**config.mk**
```make
export PLATFORM = sky130hd
export DESIGN_NAME = lock_timer
export DESIGN_NICKNAME = d
export VERILOG_FILES = /design/src/rtl/lock_timer.sv
export SDC_FILE = /design/constraint.sdc
export NUM_CORES = 1
export LEC_CHECK = 0
export CORE_AREA = 5 5 42 44
export CTS_CLUSTER_SIZE = 30
export DETAILED_ROUTE_END_ITERATION = 10
export DIE_AREA = 0 0 47 49
export GPL_TIMING_DRIVEN = 0
export PLACE_DENSITY_LB_ADDON = 0.05
export SYNTH_ARGS = -nofsm -noshare
export SYNTH_HDL_FRONTEND = slang
export SYNTH_SLANG_ARGS = --single-unit
```
**constraint.sdc**
```tcl
create_clock -name CLK -period 5.2 [get_ports CLK]
set_input_delay 1.04 -clock CLK [delete_from_list [all_inputs] [get_ports CLK]]
set_output_delay 1.04 -clock CLK [all_outputs]
set_load 0.05 [all_outputs]
```
**src/rtl/lock_timer.sv**
```systemverilog
// Lockout duration counter: load to LOCK_CYCLES, count down while enabled,
// done flags the last lockout cycle.
module lock_timer #(
  parameter int LOCK_CYCLES = 1000
) (
  input  logic CLK,
  input  logic RST,
  input  logic load,
  input  logic en,
  output logic done
);
  localparam int W = $clog2(LOCK_CYCLES + 1);

  logic [W-1:0] cnt;

  always_ff @(posedge CLK) begin
    if (RST)                   cnt <= '0;
    else if (load)             cnt <= W'(LOCK_CYCLES);
    else if (en && cnt != '0)  cnt <= cnt - W'(1);
  end

  assign done = (cnt == W'(1));
endmodule

```
==> results of run 1 <==
power groups by stage:
stage	registers, mW	logic (mW)	clock network [mW]
5_1_grt	0.0937	0.0523	0.0612
3_5_place_dp	0.0941	0.0463	0
6_report	0.0927	0.0469	0.0563
2_1_floorplan	0.0915	0.0370	0
4_1_cts	0.0922	0.0465	0.0555
3_3_place_gp	0.0941	0.0462	0
synthesized netlist by cell type, types with 2 or more instances:
master,count
or4_4,3
nand2_1,4
nor2_1,3
inv_1,4
a311oi_1,4
a21oi_1,4
dfxtp_1,10
nor4_1,5
ha_1,2
a31oi_1,4
o31ai_1,3
nor3b_1,2
a211o_1,3
clkbuf_1,3
stage by stage:
| stage | hold WS (ps) | std cells | power [mW] | cell area, sq um |
|---|---|---|---|---|
| 2_1_floorplan | 499.3 | 73 | 0.1285 | 649.4 |
| 3_3_place_gp | 542.8 | 92 | 0.1403 | 699.4 |
| 3_5_place_dp | 555.2 | 92 | 0.1403 | 699.4 |
| 4_1_cts | 566.2 | 95 | 0.1942 | 721.9 |
| 5_1_grt | 618.0 | 95 | 0.2071 | 721.9 |
| 6_report | 557.3 | 95 | 0.1959 | 721.9 |
placed cells by master, fill, tap and decap left out, drive strengths merged, types with 2 or more instances in the layout:
cell	count
a311oi	4
a21oi	4
nand2	4
nor2	3
nor4	5
clkbuf	6
inv	4
nor3b	2
clkdlybuf4s50	3
o31ai	3
a211o	3
or4	3
or3b	2
dfxtp	10
ha	2
a31oi	4
layout make-up:
cell class / instances / area (sq um) / share of cell area (%)
Tap cell: 16 / 20.02 / 2.773
Timing Repair Buffer: 3 / 30.03 / 4.159
Multi-Input combinational cell: 55 / 411.6 / 57.02
Buffer: 4 / 22.52 / 3.120
Clock buffer: 3 / 22.52 / 3.120
Sequential cell: 10 / 200.2 / 27.73
Inverter: 4 / 15.01 / 2.080
final timing paths:
path / from / end / slack [ps] / depth (start not counted)
worst max-delay path: cnt[6] / done / 1680 / 3
worst min-delay path: cnt[1] / cnt[1] / 560 / 2
worst max register to register: cnt[0] / cnt[8] / 3170 / 6
worst min register to register: cnt[1] / cnt[1] / 560 / 2
tightest hold or removal path: stages, from the launching register on:
cell and delay, ps:
dfxtp_1 330, inv_1 100, a211oi_1 80
cells by family after synthesis:
| group | count (synthesis) | synth area share [%] |
|---|---|---|
| AOI/OAI and AO/OA | 21 | 24.28 |
| xor gates and xnor gates | 1 | 1.349 |
| adders and majority gates | 2 | 3.853 |
| buffers and inverters | 8 | 5.779 |
| DFF | 10 | 30.83 |
| and+or+nand+nor | 31 | 33.91 |
layer usage:
| metal | vias up | GRT usage, % | wire length [um] |
|---|---|---|---|
| met2 | 13 | 17.87 | 600 |
| met1 | 283 | 21.27 | 753 |
| met4 | 0 | 6.912 | 30 |
| met5 | - | 0 | 0 |
| li1 | 310 | - | - |
| met3 | 4 | 3.321 | 59 |
==> results.ini, run 1 <==
[power_and_ir_drop]
pwr-share-comb_pct=23.9
p_clk_share_pct=28.7
p_leak_nw=0.2610
switching_share_pct=33.19
pwr-share-seq_pct=47.3
power-per-cell-area_nw_per_um2=271.4
power.internal_mw=0.1309
p_switching_mw=0.06503
peakVddDrop_mv=0.1304

[worst_setup_path]
critPathKind=flip-flop to output pin
required_ps=4160
crit_family=simple AND/OR/NAND/NOR gates
crit_buf_inv=1
path_cells=nor4_1 -> and3_1 -> clkdlybuf4s50_1
start_kind=flip-flop
crit_fanout=8
critical_path.slowest_cell=clkdlybuf4s50_1
cp.arrival_ps=2480
max_stage_delay_ps=800
endpoint_kind=output pin

[yosys]
syn-cell-area_sq_um=649.4
yosysTopAreaCell=dfxtp_1
yosysSeqAreaShare_pct=30.83
syn_inst=73
synthesis.nets=79
synth_top_area_share_pct=30.83
yosys_warnings=0
synth_flop_cell=dfxtp_1
synth_area_leaders=dfxtp_1 31%, a311oi_1 5.4%, or4_4 5.2%
synth_seq_cells=10
synth_edf_count=0
synth_cell_type_count=33
synth-async-reset-ratio_pct=0
syn_avg_cell_area_sq_um=8.896

[floorplanning]
die_area_sq_um=2303
initial_core_util_pct=46.34
core-area_sq_um=1401
rows=14
ios=5
die_h_um=49
die_w_um=47

[cells_and_area]
top_regs=cnt x10
fillers=139
final_core_util_pct=51.52
syn_to_final_growth_pct=11.18
drive_above_1_share_pct=11.39
diodes=0
largest_reg_flops=10
largest_register=cnt
final_nets=87

[placed_design]
io_buffer_count=3
pre_cts_ws_ps=1965
hpwl_um=1018
gp_congestion=0.7340

[cts]
cts.repair.resized=0
cts_hold_buf=0
cts_made_buffers=3
clockBufferDepth=2
cts.root.buffer_cell=clkbuf_4
cts.sinks=10
cts_tree=done
cts_setup_buffers=0
worstSkewPairLatency_ps=270
ctsHtreeMaxLevel=1
clk_pin_slew_ps=70

[global_route]
grt_pass1_wl_um=2428
track_usage_pct=14.07
overflow=0
grt_max_degree=11
antenna_found_initial=0
grt_pass1_vias=539

[hold_path]
hp-class=flip-flop to flip-flop

[sta]
rsz0062_at_grt=false
max_slew_margin_pct=43.77
clock_skew_ps=1.686
slew_viol_final=0
fin_crit_ps=3517
finalCritPeriodShare_pct=67.64
setup_slack_ps=1683
worst_slew_pin_slew_ps=835.7
setup_viol=0
clock.fmax_ghz=0.2843
finalSetupTns_ps=0
final-hold-violation-count=0

[detailed_routing]
route.detailed.drc=0
avgRoutedWirePerCell_um=15.19
viasPerCell=6.421
routed_wl_um=1443
drtAntennaViolNets=0
first_pass_iters=4
dr_total_vias=610
initialDrtViolationCount=15

[run_status]
status=finished clean

[flow_run]
maxCapViolations=0

Note: power is estimated with default switching activity, not from simulation.
==> run 2, diff against run 1 <==
Settings changed: CORE_AREA 5 5 42 44 to not set, CORE_MARGIN set to 5, CORE_UTILIZATION set to 49, DIE_AREA 0 0 47 49 to not set.
Clock period 5.2 ns to 3 ns, I/O delays scaled along.
==> run 2 against run 1 <==
- total power rose by 90%
- worst setup slack got worse by 1500 ps
- largest cell class unchanged
- die area decreased by 6.5%
- count of clock-buffer cells in the layout up 1
- sequential power increased by 75%
- critical path depth stayed put
- register-to-register slack worse by 2300 ps
- sequential share of layout area down 0.93 points
- wire length increased by 1.4%
- core utilization increased by 6.6 points
- cell count unchanged
==> results.ini, run 2 (synthesis results as in run 1) <==
[run_status]
status=finished clean

[global_route]
antenna_found_initial=0  ; unchanged
grt_pass1_wl_um=2415  ; -0.54%
overflow=0  ; unchanged
use_met3_pct=4.688  ; +1.4 points
grt_pass1_vias=532  ; -1.3%
use_met1_pct=21.94  ; +0.67 points
track_usage_pct=15.98  ; +1.9 points
use_met2_pct=20.88  ; +3.0 points
busiest_layer=met1
grt_max_degree=11  ; unchanged

[hold_path]
hp-class=flip-flop to flip-flop

[sta]
max_slew_margin_pct=61.02  ; +17 points
worst_slew_pin_slew_ps=576.8  ; -258.9 ps
fin_crit_ps=2818
clock.fmax_ghz=0.3549
final-hold-violation-count=0  ; unchanged
finalCritPeriodShare_pct=93.92
rsz0062_at_grt=false
finalSetupTns_ps=0  ; unchanged
slew_viol_final=0  ; unchanged
setup_viol=0  ; unchanged
clock_skew_ps=0.2844  ; -1.402 ps

[worst_setup_path]
start_kind=flip-flop
r2r_slack_ps=900  ; -2270 ps
critPathKind=flip-flop to output pin
cp.arrival_ps=2220  ; -260 ps
crit_fanout=8  ; unchanged
max_stage_delay_ps=790  ; about the same
path_cells=nor4_2 -> and3_1 -> clkdlybuf4s50_1
endpoint_kind=output pin
required_ps=2400  ; -1760 ps
critical_path.slowest_cell=clkdlybuf4s50_1

[cts]
worstSkewPairLatency_ps=270  ; about the same
cts.root.buffer_cell=clkbuf_4
cts.repair.resized=1  ; +1
clk_pin_slew_ps=70  ; about the same
cts.sinks=10  ; unchanged
cts_hold_buf=0  ; unchanged
cts_made_buffers=3  ; unchanged
cts_setup_buffers=0  ; unchanged
ctsHtreeMaxLevel=1  ; unchanged
clockBufferDepth=2  ; unchanged
cts_tree=done

[power_and_ir_drop]
power.internal_mw=0.2554  ; +95%
p_switching_mw=0.1163  ; +79%
switching_share_pct=31.29  ; -1.9 points
pwr-share-comb_pct=22.4  ; -1.5 points
power-per-cell-area_nw_per_um2=497.6  ; +83%
p_clk_share_pct=34.0  ; +5.3 points
peakVddDrop_mv=0.3122  ; +140%
p_leak_nw=0.2702  ; +3.5%
pwr-share-seq_pct=43.6  ; -3.7 points

[detailed_routing]
avgRoutedWirePerCell_um=15.40  ; +1.4%
route.detailed.drc=0  ; unchanged
viasPerCell=6.653  ; +3.6%
dr_total_vias=632  ; +3.6%
drtAntennaViolNets=0  ; unchanged
first_pass_iters=4  ; unchanged
initialDrtViolationCount=11  ; -4
routed_wl_um=1463  ; +1.4%

[placed_design]
place_inst=91  ; -1.1%
place_area_sq_um=698.2  ; -0.18%
io_buffer_count=3  ; unchanged
gp_congestion=0.7589  ; +3.4%
hpwl_um=986  ; -3.2%

[floorplanning]
die_area_sq_um=2153  ; -6.5%
core-area_sq_um=1285  ; -8.3%
initial_core_util_pct=50.54  ; +4.2 points
die_h_um=46.41  ; -5.3%
die_w_um=46.41  ; -1.3%
ios=5  ; unchanged
rows=13  ; -1

[cells_and_area]
final_nets=87  ; unchanged
instances_no_fill=95  ; unchanged
drive_above_1_share_pct=15.00  ; +3.6 points
final_core_util_pct=58.13  ; +6.6 points
layout_commonest_cell=dfxtp_1
final_cell_area_sq_um=747.0  ; +3.5%
largest_reg_flops=10  ; unchanged
diodes=0  ; unchanged
syn_to_final_growth_pct=15.03
top_regs=cnt x10
largest_register=cnt

[flow_run]
maxCapViolations=0  ; unchanged

[run 2: changes by cell type in the layout (fill, tap and decap cells not counted), sizes merged]
cell / delta
clkbuf: +1
[run 2: worst max-delay path: cells and delay by family (launching register included)]
family | cells | cell delay [ps]
flip-flops | 1 | 380
buffers and inverters | 1 | 790
AND/OR/NAND/NOR | 2 | 760
[run 2: power groups by stage]
stage	clock network [mW]	registers, mW	logic [mW]
after CTS	0.127	0.160	0.0811
after floorplan	0	0.159	0.0641
after global placement	0	0.163	0.0802
after global routing	0.139	0.164	0.0918
final	0.126	0.162	0.0833
after detailed placement	0	0.163	0.0800
[run 2: path summary, 6_finish.rpt]
kind | start | end | depth (start not counted)
max | cnt[6] | done | 3
min | cnt[1] | cnt[1] | 2
max reg2reg | cnt[0] | cnt[8] | 6
min reg2reg | cnt[1] | cnt[1] | 2
[run 2: layer usage]
| metal | wire length (um) | part of all wire [%] |
|---|---|---|
| met5 | 0 | 0 |
| met4 | 34 | 2.3 |
| met3 | 67 | 4.6 |
| met2 | 606 | 41 |
| met1 | 755 | 52 |
[run 2: through the flow]
| stage | setup slack (ps) | power, mW | hold slack (ps) |
|---|---|---|---|
| 2_1_floorplan | 952.7 | 0.2227 | 499.3 |
| 3_3_place_gp | 220.9 | 0.2432 | 542.3 |
| 3_5_place_dp | 253.4 | 0.2426 | 543.3 |
| 4_1_cts | 8.358 | 0.3682 | 552.9 |
| 5_1_grt | 20.22 | 0.3945 | 608.4 |
| 6_report | 182.4 | 0.3717 | 552.0 |
[run 2: final cells by class]
cell class	count	area (sq um)
Clock buffer	4	36.28
Inverter	4	15.01
Sequential cell	10	200.2
Fill cell	114	538.0
Timing Repair Buffer	3	30.03
Buffer	4	22.52
Multi-Input combinational cell	55	424.2
Tap cell	15	18.77
